File: config.mk
export PLATFORM = sky130hd
export DESIGN_NAME = span_sequencer
export DESIGN_NICKNAME = d
export VERILOG_FILES = /design/src/rtl/span_sequencer.sv
export SDC_FILE = /design/constraint.sdc
export NUM_CORES = 1
export LEC_CHECK = 0
export CAP_MARGIN = 30
export CORE_MARGIN = 1
export CORE_UTILIZATION = 53
export DETAILED_ROUTE_END_ITERATION = 8
export PLACE_DENSITY = 0.83
export SLEW_MARGIN = 30
export SYNTH_ARGS = -nofsm -noshare
export SYNTH_HDL_FRONTEND = slang
export SYNTH_SLANG_ARGS = --single-unit
export TNS_END_PERCENT = 5
File: constraint.sdc
create_clock -name clk -period 6.3 [get_ports clk]
set_clock_uncertainty 0.2 [all_clocks]
set_input_delay 1.89 -clock clk [delete_from_list [all_inputs] [get_ports clk]]
set_output_delay 1.89 -clock clk [all_outputs]
set_load 0.02 [all_outputs]
File: src/rtl/span_sequencer.sv
// span_sequencer: upstream scanline stage of the rasterizer.
// Walks a trapezoid top to bottom, interpolating the left/right edges in
// Q16.FRAC_BITS, and hands one span per row to the horizontal span stepper
// over a start/done handshake.
// Optional build macro: SPAN_CLIP_EN (clamp span x to the screen, skip rows
// below the screen).
module span_sequencer #(
  parameter int FRAC_BITS = 8,
  parameter int SCREEN_W  = 640,
  parameter int SCREEN_H  = 480
) (
  input  logic                    clk,
  input  logic                    rst,
  input  logic                    clk_enb,
  input  logic                    cmd_valid,
  output logic                    cmd_ready,
  input  logic [15:0]             y_top,
  input  logic [15:0]             y_bot,
  input  logic [15:0]             xl0,
  input  logic [15:0]             xr0,
  input  logic [16+FRAC_BITS-1:0] dxl,
  input  logic [16+FRAC_BITS-1:0] dxr,
  output logic                    span_start,
  output logic [15:0]             span_start_x,
  output logic [15:0]             span_end_x,
  output logic [15:0]             span_y,
  input  logic                    span_done,
  output logic                    done
);

  localparam int AW = 16 + FRAC_BITS;

  typedef enum logic [2:0] {
    S_IDLE,
    S_ISSUE,
    S_WAIT_ACK,
    S_WAIT_DONE,
    S_STEP
  } state_t;

  state_t        state_q, state_d;
  logic [15:0]   y_cur_q, y_cur_d;
  logic [15:0]   y_bot_q, y_bot_d;
  logic [AW-1:0] xl_q, xl_d;
  logic [AW-1:0] xr_q, xr_d;
  logic [AW-1:0] dxl_q, dxl_d;
  logic [AW-1:0] dxr_q, dxr_d;

  logic [15:0]   xl_int, xr_int;
  logic          row_skip;
  logic          last_row;

  // Integer part is a plain truncation: floor of the two's-complement value.
  assign xl_int   = xl_q[AW-1:FRAC_BITS];
  assign xr_int   = xr_q[AW-1:FRAC_BITS];
  assign last_row = (y_cur_q == y_bot_q);

`ifdef SPAN_CLIP_EN
  localparam logic [15:0] XMAX = 16'(SCREEN_W - 1);
  localparam logic [15:0] YLIM = 16'(SCREEN_H);

  // Integer part treated as signed: negatives pin to 0, large values to XMAX.
  function automatic logic [15:0] clamp_x(input logic [15:0] v);
    if (v[15])
      return 16'd0;
    else if (v > XMAX)
      return XMAX;
    else
      return v;
  endfunction

  assign span_start_x = clamp_x(xl_int);
  assign span_end_x   = clamp_x(xr_int);
  assign row_skip     = (y_cur_q >= YLIM);
`else
  assign span_start_x = xl_int;
  assign span_end_x   = xr_int;
  assign row_skip     = 1'b0;
`endif

  // Span outputs come straight from the row registers, which only move in
  // IDLE (accept) and STEP, so they hold from ISSUE until the stepper is done.
  assign span_y    = y_cur_q;
  assign cmd_ready = (state_q == S_IDLE);
  assign done      = (state_q == S_IDLE);

  // State and datapath registers; everything advances only on enabled edges.
  always_ff @(posedge clk or posedge rst) begin
    if (rst) begin
      state_q <= S_IDLE;
      y_cur_q <= '0;
      y_bot_q <= '0;
      xl_q    <= '0;
      xr_q    <= '0;
      dxl_q   <= '0;
      dxr_q   <= '0;
    end else if (clk_enb) begin
      state_q <= state_d;
      y_cur_q <= y_cur_d;
      y_bot_q <= y_bot_d;
      xl_q    <= xl_d;
      xr_q    <= xr_d;
      dxl_q   <= dxl_d;
      dxr_q   <= dxr_d;
    end
  end

  // Next-state, row stepping and the span_start strobe.
  always_comb begin
    state_d    = state_q;
    y_cur_d    = y_cur_q;
    y_bot_d    = y_bot_q;
    xl_d       = xl_q;
    xr_d       = xr_q;
    dxl_d      = dxl_q;
    dxr_d      = dxr_q;
    span_start = 1'b0;
    case (state_q)
      S_IDLE: begin
        if (cmd_valid) begin
          y_bot_d = y_bot;
          y_cur_d = y_top;
          xl_d    = {xl0, {FRAC_BITS{1'b0}}};
          xr_d    = {xr0, {FRAC_BITS{1'b0}}};
          dxl_d   = dxl;
          dxr_d   = dxr;
          // An empty command parks in WAIT_DONE where y_cur > y_bot exits
          // straight back to IDLE without touching the stepper.
          state_d = (y_bot < y_top) ? S_WAIT_DONE : S_ISSUE;
        end
      end
      S_ISSUE: begin
        if (row_skip) begin
          state_d = last_row ? S_IDLE : S_STEP;
        end else begin
          span_start = 1'b1;
          state_d    = S_WAIT_ACK;
        end
      end
      S_WAIT_ACK: begin
        if (!span_done) state_d = S_WAIT_DONE;
      end
      S_WAIT_DONE: begin
        if (y_cur_q > y_bot_q)
          state_d = S_IDLE;
        else if (span_done)
          state_d = last_row ? S_IDLE : S_STEP;
      end
      S_STEP: begin
        // Compare-for-equality ends the walk, so y_cur never wraps at 0xFFFF.
        y_cur_d = y_cur_q + 16'd1;
        xl_d    = xl_q + dxl_q;
        xr_d    = xr_q + dxr_q;
        state_d = S_ISSUE;
      end
      default: state_d = S_IDLE;
    endcase
  end

endmodule

== Word-level counts from Yosys, hierarchy flattened ==
Cells that the tools add are included.

* Equal/unequal tests: 8
* $lt $le $gt $ge: 2
* Mux-type cells: 14
* Add/sub/neg operators: 3
* Reductions and logical operators: 5

{| class="wikitable"
|+ Operators by type and width
! operator !! count
|-
| $pmux W24 S2 || 2
|-
| $add A24 B24 Y24 || 2
|-
| $mux W24 || 2
|-
| $pmux W16 S2 || 1
|-
| $add A16 B1 Y16 const B || 1
|-
| $eq A16 B16 Y1 || 1
|-
| $gt A16 B16 Y1 || 1
|-
| $lt A16 B16 Y1 || 1
|-
| $mux W16 || 1
|-
| $mux W3 || 5
|-
| $pmux W3 S5 || 1
|-
| $eq A3 B2 Y1 const B || 2
|-
| $reduce_and A3 Y1 || 2
|-
| $ne A2 B2 Y1 const B || 2
|-
| $reduce_and A4 Y1 || 1
|-
| $eq A3 B1 Y1 const B || 1
|-
| $eq A3 B3 Y1 const B || 1
|-
| $logic_not A3 Y1 || 1
|-
| $ne A3 B3 Y1 const B || 1
|-
| $mux W2 || 1
|-
| $reduce_bool A2 Y1 || 1
|-
| $mux W1 || 1
|}

* Bits of input ports: 117
* Output and inout bits: 51
* Bits in registers: 131

== Logic depth before layout (Yosys ltp) ==
Gate-level depths: netlist (run 1).

* Depth after elaboration: 5
* Depth in mapped cells: 10

== Worst setup path before layout (run 1) ==
No wires, ideal clock.

* Path type: input to register
* Start: in y_top[11]
* End: reg state_q[1]
* Slack: 2813 ps
* Required time: 6034 ps
* Stages: 8
* Path buffers: 0
* Arrival time: 3221 ps
* Path through: inv_1 > ha_1 > a21oi_1 > o21ai_0 > a2111oi_0 > o21ai_0 > a211oi_1 > o31a_1

* Cells in the longest elaborated chain, start to end: 4

{| class="wikitable"
|+ Ends and longest elaborated chain
! what !! line !! text
|-
| start: declaration || 17 || <nowiki>input logic [15:0] y_top,</nowiki>
|-
| $lt A16 B16 Y1 || 129 || <nowiki>state_d = (y_bot < y_top) ? S_WAIT_DONE : S_ISSUE;</nowiki>
|-
| $mux W2 || 129 ||
|-
| $mux W3 || 120 || <nowiki>if (cmd_valid) begin</nowiki>
|-
| $pmux W3 S5 || 118 || <nowiki>case (state_q)</nowiki>
|-
| end signal: assignment || 98 || <nowiki>state_q <= state_d;</nowiki>
|-
| end: declaration || 41 || <nowiki>state_t state_q, state_d;</nowiki>
|}

Every way passes these cells. The select of a mux whose other input is x is not followed.
A chain may end at the register's enable or synchronous reset.

== Worst setup path after layout (run 1) ==
* Start: in y_top[9]
* End: reg state_q[1]

The elaborated chain is that of the path after synthesis.

==> run_results.csv, run 1 <==
group,metric,value,unit
critical_path,cp_cell_sequence,"clkdlybuf4s50_1 > inv_1 > ha_1 > a21oi_1 > o21ai_0 > a2111oi_0 > o21ai_0 > a211oi_1 > o31a_1",
critical_path,r2r_cells,8,
clock_network,cts_tree,"done",
hold_path,whs_endpoint,"dxr_q[7]$_DFFE_PP0P_",
logic_synthesis,synth_nets,1273,
logic_synthesis,yosys-top-cells-area,"dfrtp_1 37%, ha_1 11%, nand2_1 10%",
critical_path,cp_slowest_cell,"a2111oi_0",
power,power_leakage,5.04,nW
critical_path,r2r_start,"state_q[1]$_DFFE_PP0P_",
critical_path,cp.arrival,4420,ps
hold_path,min_from,"dxr_q[7]$_DFFE_PP0P_",
logic_synthesis,synth_flop_cell,"dfrtp_1",
outcome,status,"completed",
logic_synthesis,synth_edf_count,0,
routing,wl_per_cell,17.2,µm
logic_synthesis,synth_top_area_cell,"dfrtp_1",
logic_synthesis,yosysMostFrequentCell,"nand2_1",
cells_and_area,utilization,68.7,%
logic_synthesis,yosys_register_bits,131,
run,cap_violations,0,
clock_network,cts.repair.resized,0,
floorplanning,core-area,16100,µm²
clock_network,cts_num_sinks,131,
routing,routed_wl,24600,µm
clock_network,worstSkewPairLatency,430,ps
timing,holdWs,278,ps
timing,tightest_slew,704,ps
cells_and_area,final_cells,1427,
logic_synthesis,synthCells,1076,
global_route,grt_pass1_wl,40900,µm
routing,dr.first_iter.drc_count,755,
power,max-vdd-ir-drop,0.301,mV
placed_design,place_inst,1394,
placed_design,post_dp_cell_area,10500,µm²
timing,drv_slew,0,
placed_design,dp_hpwl,17300,µm
routing,vias,8312,
critical_path,crit_family,"compound AO/OA/AOI/OAI gates",
timing,hold_viol,0,
routing,ant_nets,0,
clock_network,h-tree-depth,4,
clock_network,cts_buffer_depth,2,
logic_synthesis,async_reset_ff_share,100,%
routing,vias_per_cell,5.82,
critical_path,worst_path_most_repeated_cell,"o21ai_0",
critical_path,r2r_slack,3450,ps
placed_design,place.gp.congestion,0.955,
timing,max_freq,236,MHz
placed_design,portBuffers,167,
critical_path,worst_setup_path_end_kind,"register",
clock_network,cts_setup_buffers,0,
hold_path,hold_class,"reg -> reg",
cells_and_area,area_growth,24.9,%
critical_path,crit_required,6470,ps
critical_path,path_class,"in -> reg",
cells_and_area,drive_gt1_share,5.29,%
logic_synthesis,synth_cell_types,72,
cells_and_area,design_area,11100,µm²
timing,period_needed,4240,ps
critical_path,r2r_end,"xl_q[23]$_DFFE_PP0P_",
logic_synthesis,syn_avg_cell_area,8.24,µm²
clock_network,hold_buffers,0,
timing,final.setup.tns,0,ps
floorplanning,io_pins,168,
logic_synthesis,synth_area,8870,µm²
timing,timing.final.crit_share,67.3,%
timing,rsz0062_at_grt,"false",
global_route,grt_max_degree,75,
critical_path,path_buf_inv,2,
critical_path,crit_fanout,2,
routing,drc_errors,0,
power,p_per_area,500,nW/µm²
routing,dr.pass1.iters,6,
clock_network,numCtsBuffers,17,
logic_synthesis,yosys_warnings,0,
timing,setup_violations,0,
global_route,groute.usage.overall,29.7,%
logic_synthesis,yosysSeqAreaShare,37.0,%
floorplanning,die_y,131,µm
logic_synthesis,synth_top_area_share,37.0,%
clock_network,cts_root_buffer,"clkbuf_16",
floorplanning,die-area,17200,µm²
logic_synthesis,synthTopCellsByCount,"237 x nand2_1, 131 x dfrtp_1, 100 x a21oi_1",
critical_path,crit_path_start_kind,"primary input",
timing,slew_headroom,51.8,%
floorplanning,rows,46,
critical_path,max_stage_delay,580,ps
hold_path,hold_depth,2,
floorplanning,dieWidth,131,µm
global_route,grt_overflow,0,
cells_and_area,nets,1394,
floorplanning,start_util,55.0,%
global_route,antenna_found_initial,1,
global_route,grt_pass1_vias,8198,
clock_network,clkTransAtPathRegs,60,ps
## sequential cells by signal (all words and copies together) (netlist names)
register,cells
xl_q,24
state_q,3
xr_q,24
y_bot_q,16
span_y,16
dxl_q,24
dxr_q,24
## worst register-to-register path, stage by stage, from the launching register on
cell      delay, ps
dfrtp_1         490
nand2b_1        220
or3_2           410
buf_4           340
nor2_2          420
buf_4           300
nand4b_1        120
a21oi_1         150
a211oi_1         80
## cell type report
class,instances,area [µm²]
inverter,53,204
antenna,1,2.50
tap,216,270
fill,1306,5040
multi-input combinational,816,4990
clock inverter,4,70.1
timing repair buffer,178,1750
clock buffer,28,507
sequential,131,3280
## report_power, final
part / switching (mW) / total, mW / internal (mW)
Combinational: 1.71 / 3.00 / 1.29
Sequential: 0.343 / 1.56 / 1.22
Clock: 0.357 / 0.980 / 0.623
## layer usage
metal / part of all wire (%) / GRT usage [%] / wire length [µm]
met3: 6.1 / 4.59 / 1510
met5: 0 / 0 / 0
met1: 42 / 37.6 / 10300
met4: 3.9 / 15.2 / 964
met2: 48 / 49.0 / 11800
## stage by stage
stage	power [mW]	worst slack, ps
after floorplan	3.71	712
after global placement	4.40	1720
after detailed placement	4.49	1630
after CTS	5.52	2110
after global routing	5.97	1970
final	5.54	2060
## worst max path at each step
stage / from / to / slack (ps) / cells past startpoint
2_1_floorplan: rst / dxl_q[0]$_DFFE_PP0P_ / 710 / 1
3_3_place_gp: clk_enb / xl_q[23]$_DFFE_PP0P_ / 1720 / 9
3_5_place_dp: clk_enb / xl_q[23]$_DFFE_PP0P_ / 1630 / 9
4_1_cts: clk_enb / xl_q[23]$_DFFE_PP0P_ / 2110 / 9
5_1_grt: y_top[9] / state_q[1]$_DFFE_PP0P_ / 1970 / 9
6_report: y_top[9] / state_q[1]$_DFFE_PP0P_ / 2060 / 9
## cell families after synthesis
logic type	count (synthesis)	synth area share [%]
XOR/XNOR	31	3.06
adder cells (fa/ha/maj)	80	11.5
multiplexers	9	1.06
AO/OA/AOI/OAI	290	20.2
buffers and inverters	129	7.01
AND/OR/NAND/NOR	406	20.2
flip-flops	131	37.0
## placed cells by master, fill, tap and decap left out, drive strengths merged, types with 5 or more instances in the layout
| master | n |
|---|---|
| nand3 | 26 |
| xnor2 | 14 |
| a31oi | 8 |
| a21oi | 100 |
| o22ai | 20 |
| mux2i | 6 |
| xor2 | 17 |
| o211ai | 9 |
| nor2b | 11 |
| o31ai | 5 |
| dfrtp | 131 |
| clkbuf | 28 |
| or2 | 6 |
| nand4 | 9 |
| inv | 53 |
| ha | 78 |
| nand2 | 238 |
| clkdlybuf4s50 | 167 |
| nor3 | 14 |
| a211oi | 9 |
| and3 | 14 |
| nand2b | 9 |
| o21ai | 84 |
| nor2 | 58 |
| buf | 11 |
| a21o | 13 |
Note: power is estimated with default switching activity, not from simulation.
==> run 2: changes to the inputs <==
clock period = 4 ns   (was 6.3 ns; I/O delays follow)
==> run_results.csv, run 2 (same netlist as run 1, synthesis figures left out) <==
group,metric,value,unit
routing,wl_per_cell,17.4,µm
floorplanning,die_y,131,µm
floorplanning,rows,46,
clock_network,cts.repair.resized,0,
cells_and_area,nets,1398,
clock_network,numCtsBuffers,17,
cells_and_area,final_cells,1427,
critical_path,worst_setup_path_end_kind,"output pin",
timing,slew_headroom,44.7,%
routing,vias_per_cell,5.88,
global_route,grt_overflow,0,
placed_design,portBuffers,167,
clock_network,cts_tree,"done",
timing,setup_violations,0,
floorplanning,core-area,16100,µm²
clock_network,cts_buffer_depth,2,
critical_path,r2r_cells,10,
placed_design,dp_hpwl,17700,µm
critical_path,r2r_start,"dxr_q[0]$_DFFE_PP0P_",
global_route,grt_max_degree,132,
critical_path,cp.arrival,1920,ps
clock_network,worstSkewPairLatency,420,ps
critical_path,crit_fanout,12,
cells_and_area,diodes,0,
clock_network,h-tree-depth,4,
clock_network,clkTransAtPathRegs,60,ps
floorplanning,start_util,55.0,%
cells_and_area,area_growth,25.8,%
power,max-vdd-ir-drop,0.477,mV
placed_design,place_inst,1398,
critical_path,r2r_slack,1100,ps
floorplanning,dieWidth,131,µm
critical_path,endpoint,"done",
global_route,antenna_found_initial,0,
timing,period_needed,3320,ps
critical_path,cp_cell_sequence,"nor3_1 > clkdlybuf4s50_1",
timing,tightest_slew,827,ps
cells_and_area,final_cell_mix,"236 x nand2_1, 167 x clkdlybuf4s50_1, 131 x dfrtp_1",
global_route,grt_pass1_vias,8215,
clock_network,cts_num_sinks,131,
clock_network,cts_root_buffer,"clkbuf_16",
floorplanning,io_pins,168,
critical_path,path_class,"reg -> out",
cells_and_area,fillerInstances,1271,
timing,final.setup.tns,0,ps
routing,dr.pass1.iters,5,
routing,vias,8388,
routing,drc_errors,0,
clock_network,hold_buffers,0,
routing,ant_nets,0,
cells_and_area,layout_commonest_cell,"nand2_1",
timing,rsz0062_at_grt,"false",
timing,max_freq,301,MHz
timing,drv_slew,0,
critical_path,crit_required,2600,ps
routing,dr.first_iter.drc_count,684,
timing,timing.final.crit_share,83.0,%
critical_path,cp_slowest_cell,"clkdlybuf4s50_1",
cells_and_area,drive_gt1_share,5.78,%
global_route,groute.usage.overall,29.5,%
critical_path,crit_path_start_kind,"register",
global_route,grt_pass1_wl,40700,µm
critical_path,max_stage_delay,650,ps
placed_design,place.gp.congestion,0.913,
critical_path,r2r_end,"xr_q[20]$_DFFE_PP0P_",
timing,hold_viol,0,
power,p_per_area,790,nW/µm²
critical_path,critPathLaunch,"state_q[0]$_DFFE_PP0P_",
hold_path,hold_class,"reg -> reg",
outcome,status,"completed",
floorplanning,die-area,17200,µm²
power,power_leakage,5.07,nW
routing,routed_wl,24800,µm
clock_network,cts_setup_buffers,0,
run,cap_violations,0,
==> run 2: area by class of cell <==
type                            instances  area, µm²  area share, %
Multi-Input combinational cell        816       4990           44.7
Sequential cell                       131       3280           29.4
Timing Repair Buffer                  182       1830           16.4
Clock buffer                           24        502           4.50
Tap cell                              216        270           2.42
Inverter                               53        203           1.82
Clock inverter                          5       75.1          0.673
==> run 2: metal layers <==
metal	wire [µm]	track usage, %	vias up	part of all wire [%]
met5	0	0	-	0
met4	1040	15.3	0	4.2
met3	1850	6.56	85	7.5
met2	11700	48.5	386	47
met1	10300	36.4	3930	41
li1	-	-	3987	-
==> run 2: power breakdown <==
group	internal, mW	leakage, nW	switching [mW]	total (mW)
clock network	0.987	0.288	0.572	1.56
logic	2.06	3.16	2.73	4.79
registers	1.92	1.62	0.543	2.46
==> run 2: worst min path at each step <==
| stage | end | depth (start not counted) | slack (ps) | start |
|---|---|---|---|---|
| 2_1_floorplan | dxl_q[0]$_DFFE_PP0P_ | 2 | 250 | dxl_q[0]$_DFFE_PP0P_ |
| 3_3_place_gp | dxr_q[23]$_DFFE_PP0P_ | 2 | 270 | dxr_q[23]$_DFFE_PP0P_ |
| 3_5_place_dp | dxr_q[23]$_DFFE_PP0P_ | 2 | 280 | dxr_q[23]$_DFFE_PP0P_ |
| 4_1_cts | dxl_q[7]$_DFFE_PP0P_ | 2 | 280 | dxl_q[7]$_DFFE_PP0P_ |
| 5_1_grt | dxr_q[17]$_DFFE_PP0P_ | 2 | 310 | dxr_q[17]$_DFFE_PP0P_ |
| 6_report | dxl_q[7]$_DFFE_PP0P_ | 2 | 280 | dxl_q[7]$_DFFE_PP0P_ |
==> run 2: through the flow <==
| step | setup slack [ps] | power, mW | utilization (%) | hold WS, ps | cell area (µm²) |
|---|---|---|---|---|---|
| 2_1_floorplan | 977 | 5.84 | - | 250 | 8870 |
| 3_3_place_gp | 503 | 7.00 | 65.6 | 267 | 10600 |
| 3_5_place_dp | 408 | 7.13 | 65.6 | 275 | 10600 |
| 4_1_cts | 698 | 8.75 | 69.2 | 284 | 11200 |
| 5_1_grt | 524 | 9.42 | 69.2 | 306 | 11200 |
| 6_report | 681 | 8.80 | 69.2 | 279 | 11200 |
==> run 2: critical path: cells and delay by family (launching register included) <==
family	cells	cell delay, ps
flops	1	540
simple gates	1	300
buf+inv	1	650
==> run 3: changes to the inputs <==
CORE_UTILIZATION = 48   (was 53)
PLACE_DENSITY = 0.79   (was 0.83)
clock period = 2.9 ns   (was 4 ns; I/O delays follow)
==> run_results.csv, run 3 (same netlist as run 1, synthesis figures left out) <==
group,metric,value,unit
critical_path,max_stage_delay,440,ps
global_route,grt_pass1_vias,8275,
routing,dr.first_iter.drc_count,682,
placed_design,post_dp_cell_area,11000,µm²
routing,drc_errors,0,
global_route,groute.usage.overall,27.5,%
critical_path,cp.arrival,2920,ps
floorplanning,dieWidth,138,µm
placed_design,dp_hpwl,19200,µm
power,clock_power_share,16.8,%
timing,setup_ws,81.3,ps
critical_path,cp_cell_sequence,"ha_1 > nand2_1 > nor3_1 > nor4b_1 > a32oi_1 > o311ai_1 > mux2i_1 > nor2_1",
routing,routed_wl,25400,µm
placed_design,pre_cts_ws,-464,ps
global_route,antenna_found_initial,0,
routing,dr.pass1.iters,5,
global_route,grt_max_degree,59,
critical_path,crit_fanout,5,
timing,rsz0062_at_grt,"true",
clock_network,numCtsBuffers,17,
routing,vias,8382,
power,p_seq_share,27.3,%
floorplanning,die-area,19000,µm²
power,max-vdd-ir-drop,0.697,mV
timing,timing.final.crit_share,97.2,%
clock_network,cts_setup_buffers,0,
critical_path,path_class,"reg -> reg",
clock_network,cts_root_buffer,"clkbuf_16",
floorplanning,start_util,49.2,%
routing,vias_per_cell,5.63,
power,p_int,6.89,mW
cells_and_area,nets,1448,
global_route,grt_overflow,0,
cells_and_area,drive_gt1_share,9.75,%
clock_network,cts_tree,"done",
routing,wl_per_cell,17.0,µm
power,combPwrFrac,55.9,%
hold_path,hold_class,"reg -> reg",
global_route,grt_pass1_wl,40300,µm
placed_design,portBuffers,167,
timing,max_freq,355,MHz
cells_and_area,layout_commonest_cell,"nand2_1",
placed_design,place.gp.congestion,0.912,
critical_path,worst_setup_path_end_kind,"register",
cells_and_area,area_growth,30.7,%
cells_and_area,final_cell_mix,"236 x nand2_1, 164 x clkdlybuf4s50_1, 131 x dfrtp_1",
timing,slew_headroom,56.1,%
clock_network,h-tree-depth,4,
clock_network,clkTransAtPathRegs,60,ps
routing,ant_nets,0,
floorplanning,io_pins,168,
clock_network,cts_num_sinks,131,
timing,period_needed,2820,ps
floorplanning,core-area,18000,µm²
timing,hold_viol,0,
timing,tightest_slew,658,ps
clock_network,hold_buffers,0,
floorplanning,die_y,138,µm
cells_and_area,diodes,0,
power,switching_share,43.5,%
power,power_leakage,5.34,nW
power,p_per_area,1050,nW/µm²
cells_and_area,design_area,11600,µm²
timing,drv_slew,0,
critical_path,crit_path_start_kind,"register",
floorplanning,rows,49,
clock_network,worstSkewPairLatency,420,ps
critical_path,cp_slowest_cell,"o311ai_1",
critical_path,crit_required,3000,ps
outcome,status,"completed",
run,cap_violations,0,
clock_network,cts_buffer_depth,2,
power,switchingPower,5.30,mW
timing,setup_violations,0,
==> run 3: changes by cell type in the layout (fill, tap and decap cells not counted), moves of 2 or more <==
cell,delta
buf_12,+5
clkdlybuf4s50_1,-3
clkbuf_8,-5
buf_4,+45
dlygate4sd2_1,+2
clkinvlp_4,+4
o21ai_0,-2
o21ai_1,+2
==> run 3: worst paths after layout <==
kind                                      start                    to  slack (ps)  cells after the start
min                        dxr_q[4]$_DFFE_PP0P_  dxr_q[4]$_DFFE_PP0P_         280                      2
min reg2reg                dxr_q[4]$_DFFE_PP0P_  dxr_q[4]$_DFFE_PP0P_         280                      2
min in group asynchronous                   rst   xl_q[4]$_DFFE_PP0P_         570                      2
max in group asynchronous                   rst  dxr_q[8]$_DFFE_PP0P_        1310                      3
max                        xl_q[15]$_DFFE_PP0P_  xl_q[22]$_DFFE_PP0P_          80                      8
max reg2reg                xl_q[15]$_DFFE_PP0P_  xl_q[22]$_DFFE_PP0P_          80                      8
==> run 3: area by class of cell <==
cell class | instances | area [µm²]
Fill cell | 1527 | 6430
Clock inverter | 10 | 114
Inverter | 53 | 203
Sequential cell | 131 | 3280
Multi-Input combinational cell | 816 | 5000
Tap cell | 229 | 287
Timing Repair Buffer | 232 | 2270
Clock buffer | 19 | 433
==> run 3: per-stage QoR <==
step | total power [mW] | TNS [ps] | hold WS (ps) | std cells | utilization (%)
2_1_floorplan | 8.06 | 0 | 250 | 1076 | -
3_5_place_dp | 10.1 | -3610 | 270 | 1461 | 61.2
5_1_grt | 13.2 | -33.9 | 310 | 1490 | 64.3
3_3_place_gp | 9.89 | -2270 | 268 | 1461 | 61.2
4_1_cts | 12.2 | -1.69 | 285 | 1490 | 64.2
6_report | 12.2 | 0 | 283 | 1490 | 64.3
==> run 3: repair_timing <==
item                                   4_1_cts  5_1_grt
endpoints found under the hold margin        0        0
resized for setup                            3        6
setup endpoints to repair                    3        3
==> run 3: critical path, delay by kind of cell, from the launching register on <==
family | cells | cell delay [ps]
flip-flops | 1 | 400
adder cells (fa/ha/maj) | 1 | 370
multiplexers | 1 | 230
AO/OA/AOI/OAI | 2 | 650
AND/OR/NAND/NOR | 4 | 850
==> run 3: power by group through the flow <==
stage	logic [mW]	registers, mW	clock network (mW)
6_report	6.82	3.33	2.05
5_1_grt	7.60	3.43	2.16
4_1_cts	6.79	3.32	2.09
3_5_place_dp	6.74	3.34	0
3_3_place_gp	6.57	3.32	0
2_1_floorplan	4.82	3.24	0
==> run 3: per-layer routing <==
| layer | wire length, µm | vias to the layer above | part of all wire [%] | track usage [%] |
|---|---|---|---|---|
| li1 | - | 4080 | - | - |
| met5 | 0 | - | 0 | 0 |
| met2 | 12400 | 273 | 49 | 47.3 |
| met4 | 550 | 0 | 2.2 | 8.33 |
| met3 | 1490 | 45 | 5.9 | 5.19 |
| met1 | 10900 | 3984 | 43 | 34.7 |
